`config.mk`:
```
export PLATFORM = sky130hd
export DESIGN_NAME = adc_readout_arbiter
export DESIGN_NICKNAME = d
export VERILOG_FILES = /design/src/rtl/adc_readout_arbiter.sv
export SDC_FILE = /design/constraint.sdc
export NUM_CORES = 1
export LEC_CHECK = 0
export ABC_CLOCK_PERIOD_IN_PS = 3700
export BUFFER_PORTS_ARGS = -buffer_cell sky130_fd_sc_hd__buf_4
export CAP_MARGIN = 10
export CORE_AREA = 2 2 232 234
export DETAILED_ROUTE_END_ITERATION = 8
export DIE_AREA = 0 0 234 236
export PLACE_DENSITY = 0.43
export SLEW_MARGIN = 0
export SYNTH_ARGS = -nofsm -noshare
export SYNTH_HDL_FRONTEND = slang
export SYNTH_SLANG_ARGS = --single-unit
```
`constraint.sdc`:
```
create_clock -name pl_clk -period 3.7 [get_ports pl_clk]
set_input_delay 0 -clock pl_clk [delete_from_list [all_inputs] [get_ports pl_clk]]
set_output_delay 0 -clock pl_clk [all_outputs]
set_load 0.01 [all_outputs]
```
`src/rtl/adc_readout_arbiter.sv`:
```
// adc_readout_arbiter: round-robin share of the PS readout AXIS stream between N_CH ADC streams
// Each grant emits one framed packet: a header word followed by BURST_LEN data beats.
// Ports:
//   pl_clk, rst      clock, asynchronous active-low reset
//   enable_mask      per-channel permission to compete, sampled only while idle
//   s_axis_*         N_CH upstream streams, channel i at tdata[i*DATA_W +: DATA_W]
//   m_axis_*         single downstream packet stream, tlast on the final data beat
//   active_ch        channel currently (or most recently) granted
//   busy             high while a packet is in flight (header or burst)
module adc_readout_arbiter #(
  parameter int N_CH      = 16,
  parameter int DATA_W    = 32,
  parameter int BURST_LEN = 64
) (
  input  logic                   pl_clk,
  input  logic                   rst,
  input  logic [N_CH-1:0]        enable_mask,
  input  logic [N_CH*DATA_W-1:0] s_axis_tdata,
  input  logic [N_CH-1:0]        s_axis_tvalid,
  output logic [N_CH-1:0]        s_axis_tready,
  output logic [DATA_W-1:0]      m_axis_tdata,
  output logic                   m_axis_tvalid,
  input  logic                   m_axis_tready,
  output logic                   m_axis_tlast,
  output logic [3:0]             active_ch,
  output logic                   busy
);
  typedef enum logic [1:0] {IDLE, HDR, BURST} state_t;
  localparam logic [15:0] LAST_BEAT = 16'(BURST_LEN - 1);
  state_t state_q, state_d;
  logic [3:0] last_q, last_d, act_q, act_d, gnt, idx;
  logic [15:0] cnt_q, cnt_d;
  logic [7:0] seq_q, seq_d;
  logic [N_CH-1:0] req;
  // Scan from the farthest offset down so the nearest requester after last_q wins.
  always_comb begin
    req = s_axis_tvalid & enable_mask;
    gnt = last_q;
    idx = '0;
    for (int k = N_CH; k >= 1; k--) begin
      idx = 4'((int'(last_q) + k) % N_CH);
      if (req[idx]) gnt = idx;
    end
  end
  always_comb begin
    state_d = state_q;
    last_d = last_q;
    act_d = act_q;
    cnt_d = cnt_q;
    seq_d = seq_q;
    m_axis_tdata = '0;
    m_axis_tvalid = 1'b0;
    m_axis_tlast = 1'b0;
    s_axis_tready = '0;
    case (state_q)
      IDLE: if (|req) begin
        act_d = gnt;
        last_d = gnt;
        state_d = HDR;
      end
      HDR: begin
        m_axis_tvalid = 1'b1;
        m_axis_tdata = DATA_W'({4'hA, act_q, seq_q, 16'(BURST_LEN)});
        if (m_axis_tready) begin
          state_d = BURST;
          cnt_d = '0;
        end
      end
      BURST: begin
        m_axis_tdata = s_axis_tdata[act_q*DATA_W +: DATA_W];
        m_axis_tvalid = s_axis_tvalid[act_q];
        s_axis_tready[act_q] = m_axis_tready;
        m_axis_tlast = cnt_q == LAST_BEAT;
        if (m_axis_tvalid && m_axis_tready) begin
          cnt_d = cnt_q + 16'd1;
          if (m_axis_tlast) begin
            seq_d = seq_q + 8'd1;
            state_d = IDLE;
          end
        end
      end
      default: state_d = IDLE;
    endcase
  end
  always_ff @(posedge pl_clk or negedge rst)
    if (!rst) begin
      state_q <= IDLE;
      last_q <= 4'(N_CH - 1);
      act_q <= '0;
      cnt_q <= '0;
      seq_q <= '0;
    end else begin
      state_q <= state_d;
      last_q <= last_d;
      act_q <= act_d;
      cnt_q <= cnt_d;
      seq_q <= seq_d;
    end
  assign active_ch = act_q;
  assign busy = state_q != IDLE;
endmodule

```
==> flow_metrics.env <==
export IMPL_run_status="complete, no violations"
export IMPL_grt_overflow=0
export IMPL_p_leak_nw=5.95
export IMPL_drt_iter0_drc=956
export IMPL_postSynthAreaPerCell_sq_um=11.4
export IMPL_cts_made_buffers=5
export IMPL_synth_most_common_cell="mux4_2"
export IMPL_vias=9959
export IMPL_crit_cells=10
export IMPL_yosys_top_cells_area="mux4_2 52%, dfrtp_1 9.2%, nand2_1 2.7%"
export IMPL_grt_pass1_vias=10361
export IMPL_fp_row_count=85
export IMPL_r2r_worst_path_cells=10
export IMPL_fin_crit_sh=0.964
export IMPL_stdcell_count=2010
export IMPL_crit_end="active_ch[1]"
export IMPL_yosys_warnings=0
export IMPL_cp_start_kind="flip-flop"
export IMPL_arrival_ns=3.72
export IMPL_worst_slack_ns=0.131
export IMPL_coreArea_sq_mm=0.0531
export IMPL_synth_edf_count=0
export IMPL_root_buffer="clkbuf_16"
export IMPL_netlist_top_cells_count="187 x mux4_2, 59 x nand2_1, 56 x nor2_1"
export IMPL_drt_wl_total_um=62500
export IMPL_dp_hpwl_um=54200
export IMPL_finalSetupViolCount=0
export IMPL_finalSetupTns_ns=0
export IMPL_synth_top_cell_area_share=0.516
export IMPL_r2r_end="active_ch[1]"
export IMPL_grt_pass1_wl_um=84500
export IMPL_drt_pass1_iterations=5
export IMPL_ys_ff_latch=34
export IMPL_wl_per_cell_um=31.1
export IMPL_synth_ff_type="dfrtp_1"
export IMPL_hold_viol=0
export IMPL_crit_fanout=26
export IMPL_avgViaCountPerCell=4.95
export IMPL_portBuffers=601
export IMPL_fin_util=0.261
export IMPL_post_place_cells=1988
export IMPL_die_h_um=236
export IMPL_finClkSkew_ns=0.00773
export IMPL_async_reset_ff_frac=1.00
export IMPL_grt_usage=0.221
export IMPL_cp_startpoint="last_q[0]"
export IMPL_cpLargestDelayFamily="multiplexers"
export IMPL_drv_slew=0
export IMPL_regToRegStartpoint="last_q[0]"
export IMPL_slew_headroom=0.306
export IMPL_yosysTopAreaCell="mux4_2"
export IMPL_place_congestion=0.954
export IMPL_design_area_sq_mm=0.0139
export IMPL_cp_required_ns=3.85
export IMPL_synthCells=715
export IMPL_path_buf_inv=2
export IMPL_slowest_delay_ns=0.65
export IMPL_path_cells="buf_4 > buf_4 > mux4_2 > mux4_2 > nor2_1 > mux2i_1 > o211ai_1 > o21ai_0 > o2111ai_1 > nand3_1"
export IMPL_tightest_slew_ns=1.04
export IMPL_grt_max_degree=136
export IMPL_drive_gt1_frac=0.672
export IMPL_tritoncts="done"
export IMPL_cts_max_path_buffers=2
export IMPL_postPlaceCellArea_sq_mm=0.0136
export IMPL_end_kind="flip-flop"
export IMPL_synth_area_sq_mm=0.00816
export IMPL_powerDensity_mw_per_mm2=776
export IMPL_die_w_um=234
export IMPL_post_place_ws_ns=0.129
export IMPL_worstHoldPathType="primary input to flip-flop"
export IMPL_ys_types=67
export IMPL_fmax_mhz=280
export IMPL_clkTransAtPathRegs_ns=0.06
export IMPL_crit_slowest_cell="mux4_2"
export IMPL_path_class="flip-flop to flip-flop"
export IMPL_htreeDepth=2
export IMPL_rsz0062_at_grt="false"
export IMPL_ios=602
export IMPL_nNetsFinal=1859
export IMPL_antenna_found_initial=37
export IMPL_ant_nets=0
export IMPL_syn_nets=1274
export IMPL_start_util=0.154
export IMPL_die_area_sq_mm=0.0552
export IMPL_clock_sinks=34
export IMPL_clock_latency_ns=0.29
export IMPL_drv_cap=0
export IMPL_drc=0
export IMPL_yosysSeqAreaShare=0.105
export IMPL_min_period_ns=3.57
export IMPL_area_growth_pct=69.8
export IMPL_r2r_slack_ns=0.13
export IMPL_peakVddDrop_uv=380
-- worst min path at each step --
stage,from,to,slack (ns),cells past startpoint
2_1_floorplan,rst,active_ch[0],-0.30,0
5_1_grt,m_axis_tready,cnt_q[2],0.14,4
6_report,m_axis_tready,cnt_q[2],0.12,4
3_3_place_gp,rst,cnt_q[10],-0.006,1
4_1_cts,m_axis_tready,cnt_q[2],0.1,4
3_5_place_dp,rst,cnt_q[9],0.006,1
-- stage by stage --
step	hold WS, ns	power (mW)
2_1_floorplan	-0.296	6.78
6_report	0.118	10.7
3_3_place_gp	-0.00558	10.3
4_1_cts	0.0968	10.8
5_1_grt	0.141	11.4
3_5_place_dp	0.00571	10.3
-- power breakdown --
part | internal (mW) | switching (mW)
clock | 0.319 | 0.166
sequential | 0.473 | 0.128
combinational | 4.61 | 5.06
-- cells in the final DEF (no fill, tap or decap), types with 5 or more instances in the layout --
master	n
ha_1	9
mux2i_1	10
and3_1	23
a22oi_1	5
or3_1	7
nor3_1	14
mux2_2	8
xor2_1	16
nand3_1	20
buf_4	640
o21a_1	6
a32o_1	12
o21ai_0	29
mux4_2	187
and2_1	6
inv_1	10
clkbuf_16	5
xnor2_1	12
dfrtp_1	27
o211ai_1	8
a21oi_1	24
nand2_1	59
nand4_1	11
diode_2	13
nand2b_1	5
nor2_1	56
-- state kept, by name, summed over array words and instances, names as in the netlist --
name	flops
seq_q	8
cnt_q	16
last_q	4
active_ch	4
state_q	2
-- per-layer routing --
| metal | share of wire | GRT usage | wire [um] | vias up |
|---|---|---|---|---|
| li1 | - | - | - | 4190 |
| met1 | 0.41 | 0.300 | 25400 | 5088 |
| met2 | 0.45 | 0.342 | 28300 | 603 |
| met3 | 0.12 | 0.0751 | 7560 | 58 |
| met4 | 0.018 | 0.0380 | 1130 | 20 |
| met5 | 0.0018 | 0 | 110 | - |
-- kinds of logic after synthesis --
logic type,share of synthesized area
buffers and inverters,0.0413
muxes,0.559
xor gates and xnor gates,0.0380
AOI/OAI and AO/OA,0.110
adders and majority gates,0.0184
DFF,0.105
and+or+nand+nor,0.129
-- worst min-delay path, cell delays in order --
cell and delay, ns:
buf_4 0.14, nand3_1 0.08, xor2_1 0.07, nor2_1 0.08
-- cell type report --
class                           count  area, sq um
Antenna cell                       13         32.5
Tap cell                          696          871
Sequential cell                    34          865
Fill cell                        5626        39200
Clock buffer                        7          133
Inverter                           16         60.1
Timing Repair Buffer              644         4870
Multi-Input combinational cell    599         6990
Clock inverter                      1         30.0
-- timing repair --
action | in CTS | in global routing
hold buffers | 1 | 0
setup buffers | 0 | 0
endpoints found under the hold margin | 30 | 0
endpoints found under the setup margin | 0 | 1
gates resized for setup | 0 | 1
Power figures use the tool's default switching activity.
